==> src/rtl/hex_decoder.sv <==
// -----------------------------------------------------------------------------
// hex_decoder
//
// Registered hexadecimal-to-seven-segment decoder for a common-anode display.
// Holds the last digit that was presented with in_valid. The digit can be
// overridden by blanking (all segments off) or by lamp test (all segments on).
// Every output is registered, so out follows its inputs one clock later and
// there is no combinational path from any input to out.
//
// Ports:
//   clk        in   1  system clock; all state changes on the rising edge
//   rst_n      in   1  synchronous active-low reset, sampled on the rising edge
//   in         in   4  binary digit to display, 0x0-0xF
//   in_valid   in   1  1 = capture `in` as the new held digit
//   blank      in   1  1 = all segments off
//   lamp_test  in   1  1 = all segments on (wins over blank)
//   out        out  7  active-low segment drive {g,f,e,d,c,b,a}; 0 = lit
//   out_valid  out  1  1 once at least one digit has been captured since reset
//
// Optional build macro HEX_DP_EN adds a decimal point:
//   dp_in      in   1  1 = point lit; captured together with the digit
//   dp_out     out  1  active-low point drive, same latency/overrides as out
// -----------------------------------------------------------------------------
module hex_decoder (
  input  logic       clk,
  input  logic       rst_n,
  input  logic [3:0] in,
  input  logic       in_valid,
  input  logic       blank,
  input  logic       lamp_test,
`ifdef HEX_DP_EN
  input  logic       dp_in,
  output logic       dp_out,
`endif
  output logic [6:0] out,
  output logic       out_valid
);

  localparam logic [6:0] SEG_ALL_OFF = 7'b1111111;
  localparam logic [6:0] SEG_ALL_ON  = 7'b0000000;

  // Active-low segment pattern {g,f,e,d,c,b,a} for one hex digit.
  // The default arm only matters for X/Z in simulation; all 16 codes are listed.
  function automatic logic [6:0] seg_decode(input logic [3:0] digit);
    logic [6:0] seg;
    case (digit)
      4'h0:    seg = 7'b1000000;
      4'h1:    seg = 7'b1111001;
      4'h2:    seg = 7'b0100100;
      4'h3:    seg = 7'b0110000;
      4'h4:    seg = 7'b0011001;
      4'h5:    seg = 7'b0010010;
      4'h6:    seg = 7'b0000010;
      4'h7:    seg = 7'b1111000;
      4'h8:    seg = 7'b0000000;
      4'h9:    seg = 7'b0010000;
      4'hA:    seg = 7'b0001000;
      4'hB:    seg = 7'b0000011;
      4'hC:    seg = 7'b1000110;
      4'hD:    seg = 7'b0100001;
      4'hE:    seg = 7'b0000110;
      4'hF:    seg = 7'b0001110;
      default: seg = SEG_ALL_OFF;
    endcase
    return seg;
  endfunction

  logic [3:0] r_digit;
  logic [6:0] r_out;
  logic       r_out_valid;

  logic [3:0] w_digit;
  logic       w_show;
  logic [6:0] w_out_next;

  // Select the digit to show and compute the next segment word.
  // A digit arriving this cycle is shown immediately, so the output latency
  // stays at one clock even on the very first capture.
  always_comb begin
    w_digit    = r_digit;
    w_show     = 1'b0;
    w_out_next = SEG_ALL_OFF;
    if (in_valid) begin
      w_digit = in;
    end else begin
      w_digit = r_digit;
    end
    w_show = r_out_valid | in_valid;
    if (lamp_test) begin
      w_out_next = SEG_ALL_ON;
    end else if (blank) begin
      w_out_next = SEG_ALL_OFF;
    end else if (!w_show) begin
      // Nothing captured since reset: keep the display dark.
      w_out_next = SEG_ALL_OFF;
    end else begin
      w_out_next = seg_decode(w_digit);
    end
  end

  // Held digit, valid flag and registered segment output.
  // Overrides never touch r_digit, so the digit comes back once they drop.
  always_ff @(posedge clk) begin
    if (!rst_n) begin
      r_digit     <= 4'h0;
      r_out_valid <= 1'b0;
      r_out       <= SEG_ALL_OFF;
    end else begin
      if (in_valid) begin
        r_digit     <= in;
        r_out_valid <= 1'b1;
      end else begin
        r_digit     <= r_digit;
        r_out_valid <= r_out_valid;
      end
      r_out <= w_out_next;
    end
  end

  assign out       = r_out;
  assign out_valid = r_out_valid;

`ifdef HEX_DP_EN
  logic r_dp;
  logic r_dp_out;
  logic w_dp;
  logic w_dp_out_next;

  // Decimal point follows the same selection and override order as the digit.
  always_comb begin
    w_dp          = r_dp;
    w_dp_out_next = 1'b1;
    if (in_valid) begin
      w_dp = dp_in;
    end else begin
      w_dp = r_dp;
    end
    if (lamp_test) begin
      w_dp_out_next = 1'b0;
    end else if (blank) begin
      w_dp_out_next = 1'b1;
    end else if (!w_show) begin
      w_dp_out_next = 1'b1;
    end else begin
      w_dp_out_next = ~w_dp;
    end
  end

  // Held point and its registered active-low drive.
  always_ff @(posedge clk) begin
    if (!rst_n) begin
      r_dp     <= 1'b0;
      r_dp_out <= 1'b1;
    end else begin
      if (in_valid) begin
        r_dp <= dp_in;
      end else begin
        r_dp <= r_dp;
      end
      r_dp_out <= w_dp_out_next;
    end
  end

  assign dp_out = r_dp_out;
`endif

endmodule

==> config.mk <==
export PLATFORM = sky130hd
export DESIGN_NAME = hex_decoder
export DESIGN_NICKNAME = d
export VERILOG_FILES = /design/src/rtl/hex_decoder.sv
export SDC_FILE = /design/constraint.sdc
export NUM_CORES = 1
export LEC_CHECK = 0
export ABC_CLOCK_PERIOD_IN_PS = 2330
export BUFFER_PORTS_ARGS = -buffer_cell sky130_fd_sc_hd__buf_2
export CAP_MARGIN = 30
export CELL_PAD_IN_SITES_DETAIL_PLACEMENT = 1
export CELL_PAD_IN_SITES_GLOBAL_PLACEMENT = 2
export CORE_MARGIN = 2
export CORE_UTILIZATION = 31
export CTS_CLUSTER_SIZE = 30
export DETAILED_ROUTE_END_ITERATION = 10
export PLACE_DENSITY_LB_ADDON = 0.08
export SLEW_MARGIN = 20
export SYNTH_ARGS = -nofsm -noshare
export SYNTH_HDL_FRONTEND = slang
export SYNTH_SLANG_ARGS = --single-unit
==> constraint.sdc <==
create_clock -name clk -period 2.33 [get_ports clk]
set_input_delay 0.3495 -clock clk [delete_from_list [all_inputs] [get_ports clk]]
set_output_delay 0.3495 -clock clk [all_outputs]
set_load 0.005 [all_outputs]
# Word-level counts from Yosys, hierarchy flattened
# Memories as Yosys holds them, arrays and structs flattened.
# Cells that the tools add are included.
dict set report word_totals {
  reg_bits 12
  mem_bits_ro 112
  inputBits 9
  output_inout_bits 8
  elab_cells 9
  memories 1
}
# name words width rd rd_ports_with_merged_regs wr line
set mem_list {}
lappend mem_list {{(name not given)} 16 7 1 0 0 46} ;# case (digit)
dict set report classes {
  mux 4
  bitwise_logic 1
}
# cell count
set op_table {}
lappend op_table {{7-bit 2-to-1 mux} 3}
lappend op_table {{4-bit 2-to-1 mux} 1}
lappend op_table {{1-bit bitwise OR} 1}

# Longest topological paths before layout
# An unclocked memory read counts as a cell.
dict set report logic_depth {
  ltp_word 5
  depth_mapped 9
  depth_no_buf 7
}

# Worst setup path after synthesis
# Ideal clock, no wire load.
dict set report synth_timing {
  path_kind {in2reg}
  from {input port in_valid}
  to {register r_out[0], in the netlist out[0]}
  setup_time_ns 0.125
  t_arrival_ns 1.961
  required_ns 2.205
  slack_ns 0.244
  path_stages 9
  n_path_buf 2
  cell_sequence {buf_2 -> buf_2 -> mux2i_1 -> inv_1 -> ha_1 -> nor4b_1 -> a211oi_1 -> o21ai_0 -> o21ai_0}
}
dict set report synth_between {
  elab_chain_len 5
  word_cells_on_any_way 6
}
# element line
set synth_rtl {}
lappend synth_rtl {{from (decl)} 28} ;# input logic in_valid,
lappend synth_rtl {{4-bit 2-to-1 mux} 83} ;# if (in_valid) begin
lappend synth_rtl {{named net w_digit[0]} 72} ;# logic [3:0] w_digit;
lappend synth_rtl {{memory 16 x 7 bit} n/a}
lappend synth_rtl {{7-bit 2-to-1 mux} 93} ;# end else if (!w_show) begin
lappend synth_rtl {{7-bit 2-to-1 mux} 91} ;# end else if (blank) begin
lappend synth_rtl {{7-bit 2-to-1 mux} 89} ;# if (lamp_test) begin
lappend synth_rtl {{to (signal assigned)} 116} ;# r_out <= w_out_next;
lappend synth_rtl {{to (decl)} 69} ;# logic [6:0] r_out;
# The timed path passes the listed nets, and every way through them passes these cells.
# A chain may end at the register's enable or synchronous reset.

# Worst setup path after layout
dict set report layout_timing {
  from {register r_digit[1]}
  to {register r_out[6], in the netlist out[6]}
}
dict set report layout_between {
  elab_chain_len 5
}
# element line
set layout_rtl {}
lappend layout_rtl {{from (decl)} 68} ;# logic [3:0] r_digit;
lappend layout_rtl {{from (signal assigned)} 110} ;# r_digit <= in;
lappend layout_rtl {{from (signal assigned)} 113} ;# r_digit <= r_digit;
lappend layout_rtl {{4-bit 2-to-1 mux} 83}
lappend layout_rtl {{named net w_digit[1]} 72}
lappend layout_rtl {{memory 16 x 7 bit} n/a}
lappend layout_rtl {{7-bit 2-to-1 mux} 93}
lappend layout_rtl {{7-bit 2-to-1 mux} 91}
lappend layout_rtl {{7-bit 2-to-1 mux} 89}
# The timed path passes the listed nets, and every way through them passes these cells.

==> run_results.csv <==
group,metric,value,unit
status,status,"completed",
global_route,grt_usage,0.164,
global_route,grt_max_degree,20,
detailed_routing,first_pass_iters,3,
global_route,met3_usage,0.0422,
clock_tree,tritoncts,"yes",
setup_path,crit_slowest_cell,"dfxtp_1",
floorplan,initial_core_util,0.328,
global_route,grt_pass1_wl,3.82,mm
sta,slew_violations,0,
detailed_routing,drt_iter0_markers,11,
place,place.gp.congestion,0.746,
clock_tree,ctsResizeCount,0,
sta,hold_viol_final,0,
floorplan,die_width,55.2,um
synth,syn_area_per_cell,8.65,um^2
sta,max_freq,0.597,GHz
setup_path,crit_type,"flop to flop",
setup_path,start_kind,"flop",
pwr,peakVddDrop,242,uV
sta,hold-worst-slack,349,ps
synth,netlist_area,813,um^2
sta,setup_violations,0,
global_route,use_met2,0.265,
global_route,antenna_found_initial,0,
synth,synth_edf_count,0,
sta,rsz0062_at_grt,"no",
clock_tree,path_clk_slew,70,ps
finish,area_growth_syn_to_layout,16.3,%
sta,clock_skew,6.52,ps
clock_tree,clockBufferDepth,2,
sta,final.min_clock_period,1670,ps
finish,drive_above_1_share,0.216,
detailed_routing,wl_per_cell,16.1,um
setup_path,cp.arrival,1860,ps
floorplan,die_y,55.2,um
floorplan,core.rowCount,18,
clock_tree,cts_htree_levels,1,
global_route,grt_pass1_vias,769,
synth,netlist_instances,94,
sta,tns,0,ps
synth,synth_nets,110,
clock_tree,cts.sinks,12,
finish,n_fill_cell,315,
floorplan,ioPinCount,17,
setup_path,crit_required,2510,ps
global_route,grt_busiest_layer,"met2",
finish,final_nets,129,
global_route,gr-total-overflow,0,
setup_path,end_kind,"flop",
detailed_routing,vias,742,
synth,ys_seq_area_frac,0.295,
global_route,use_met1,0.203,
synth,ys.flop_type,"dfxtp_1",
synth,synth.distinct_cells,37,
sta,worst_pin_slew,625,ps
place,placed_cells,138,
sta,slew_headroom,0.571,
clock_tree,post_cts_buffers,0,
synth,async_reset_ff_frac,0,
setup_path,crit_chain,"mux2i_1, buf_4, inv_1, ha_1, nor2b_1, a211oi_1, a21oi_1, o311ai_1",
clock_tree,root_buffer,"clkbuf_4",
synth,yosys_warnings,0,
setup_path,path_buf_inv,2,
detailed_routing,routed_wl,2.27,mm
synth,ys_ff_latch,12,
floorplan,dieArea,3050,um^2
detailed_routing,ant_nets,0,
pwr,p_leak,0.000424,uW
detailed_routing,drc,0,
clock_tree,worstSkewPairLatency,280,ps
run,drv_cap,0,
setup_path,cpPeakStageDelay,370,ps
setup_path,crit_family,"compound AO/OA/AOI/OAI gates",
setup_path,cp_max_fo,6,
floorplan,core-area,2480,um^2
finish,postLayoutCoreUtil,0.382,
clock_tree,postCtsHoldBufs,0,
detailed_routing,viasPerCell,5.26,
sta,finalCritPeriodShare,0.719,
clock_tree,cts_buffers,3,
hold_path,hold_path_class,"input pin to flop",
place,io_buffers,16,
finish,finalNonFillerCells,141,
finish,antennaDiodeCount,0,
place,dpl.hpwl,1.75,mm
pwr,power_density,519,nW/um^2
==> worst min-delay path: stages <==
cell	delay, ps
buf_2	90
nor2b_1	60
a22oi_2	100
==> state kept, by name, summed over array words and instances, names as in the netlist <==
| register | flops |
|---|---|
| out | 7 |
| r_digit | 4 |
| out_valid | 1 |
==> report_power, final <==
part | internal [uW] | switching [uW] | total, uW
Clock | 60.1 | 70.6 | 131
Combinational | 57.8 | 71.8 | 130
Sequential | 221 | 9.19 | 230
==> routing by layer <==
metal  share of wire  routed length, um
met1            0.47               1060
met2            0.48               1100
met3           0.027                 62
met4           0.022                 50
met5               0                  0
==> cells in the mapped netlist, types with 2 or more instances <==
master / n / share of area
a21oi_1: 3 / 0.018
nand2_1: 6 / 0.028
nand3_1: 3 / 0.018
inv_1: 7 / 0.032
dfxtp_1: 12 / 0.30
nand2b_1: 2 / 0.015
ha_1: 7 / 0.11
a211oi_1: 4 / 0.037
nor2b_1: 7 / 0.054
o311ai_1: 2 / 0.022
and2b_1: 3 / 0.028
o21a_1: 2 / 0.018
nor2_1: 3 / 0.014
buf_2: 3 / 0.018
o21ai_0: 3 / 0.018
mux2i_1: 5 / 0.062
nor3_1: 2 / 0.012
==> through the flow <==
step	instance area, um^2	worst slack [ps]	total power [uW]
after global routing	946	428	529
after floorplan	813	244	317
after global placement	923	365	366
after CTS	946	630	506
final	946	655	490
after detailed placement	923	359	366
==> final timing paths <==
check | endpoint | depth (start not counted) | start | slack, ps
setup / recovery | out[6] | 8 | r_digit[1] | 660
setup reg to reg | out[6] | 8 | r_digit[1] | 660
hold / removal | out[3] | 3 | blank | 350
hold reg to reg | out_valid | 2 | out_valid | 560
==> logic make-up (layout without fill, tap and decap cells) <==
group / count (synthesis) / after routing / share of synthesized area
DFF: 12 / 12 / 0.295
buffers and inverters: 12 / 29 / 0.0692
muxes: 5 / 5 / 0.0615
xor gates and xnor gates: 1 / 1 / 0.0108
AOI/OAI and AO/OA: 24 / 24 / 0.217
adders and majority gates: 7 / 7 / 0.108
and+or+nand+nor: 33 / 33 / 0.238
==> cells in the final DEF, fill, tap and decap left out, types with 2 or more instances in the layout <==
cell	synthesis	routed
nor2b_1	7	7
buf_2	3	16
nand2b_1	2	2
a211oi_1	4	4
o21ai_0	3	3
inv_1	7	7
mux2i_1	5	5
buf_4	0	3
ha_1	7	7
nand2_1	6	6
o311ai_1	2	2
nor2_1	3	3
dfxtp_1	12	12
and2b_1	3	3
nor3_1	2	2
clkbuf_4	0	3
a21oi_1	3	3
o21a_1	2	2
nand3_1	3	3
==> layout make-up <==
type                       instances  area [um^2]  area share
clock buffer                       3         22.5      0.0238
timing repair buffer              19          103       0.108
inverter                           7         26.3      0.0278
sequential                        12          240       0.254
tap                               30         37.5      0.0397
multi-input combinational         70          517       0.546
Power figures use the tool's default switching activity.
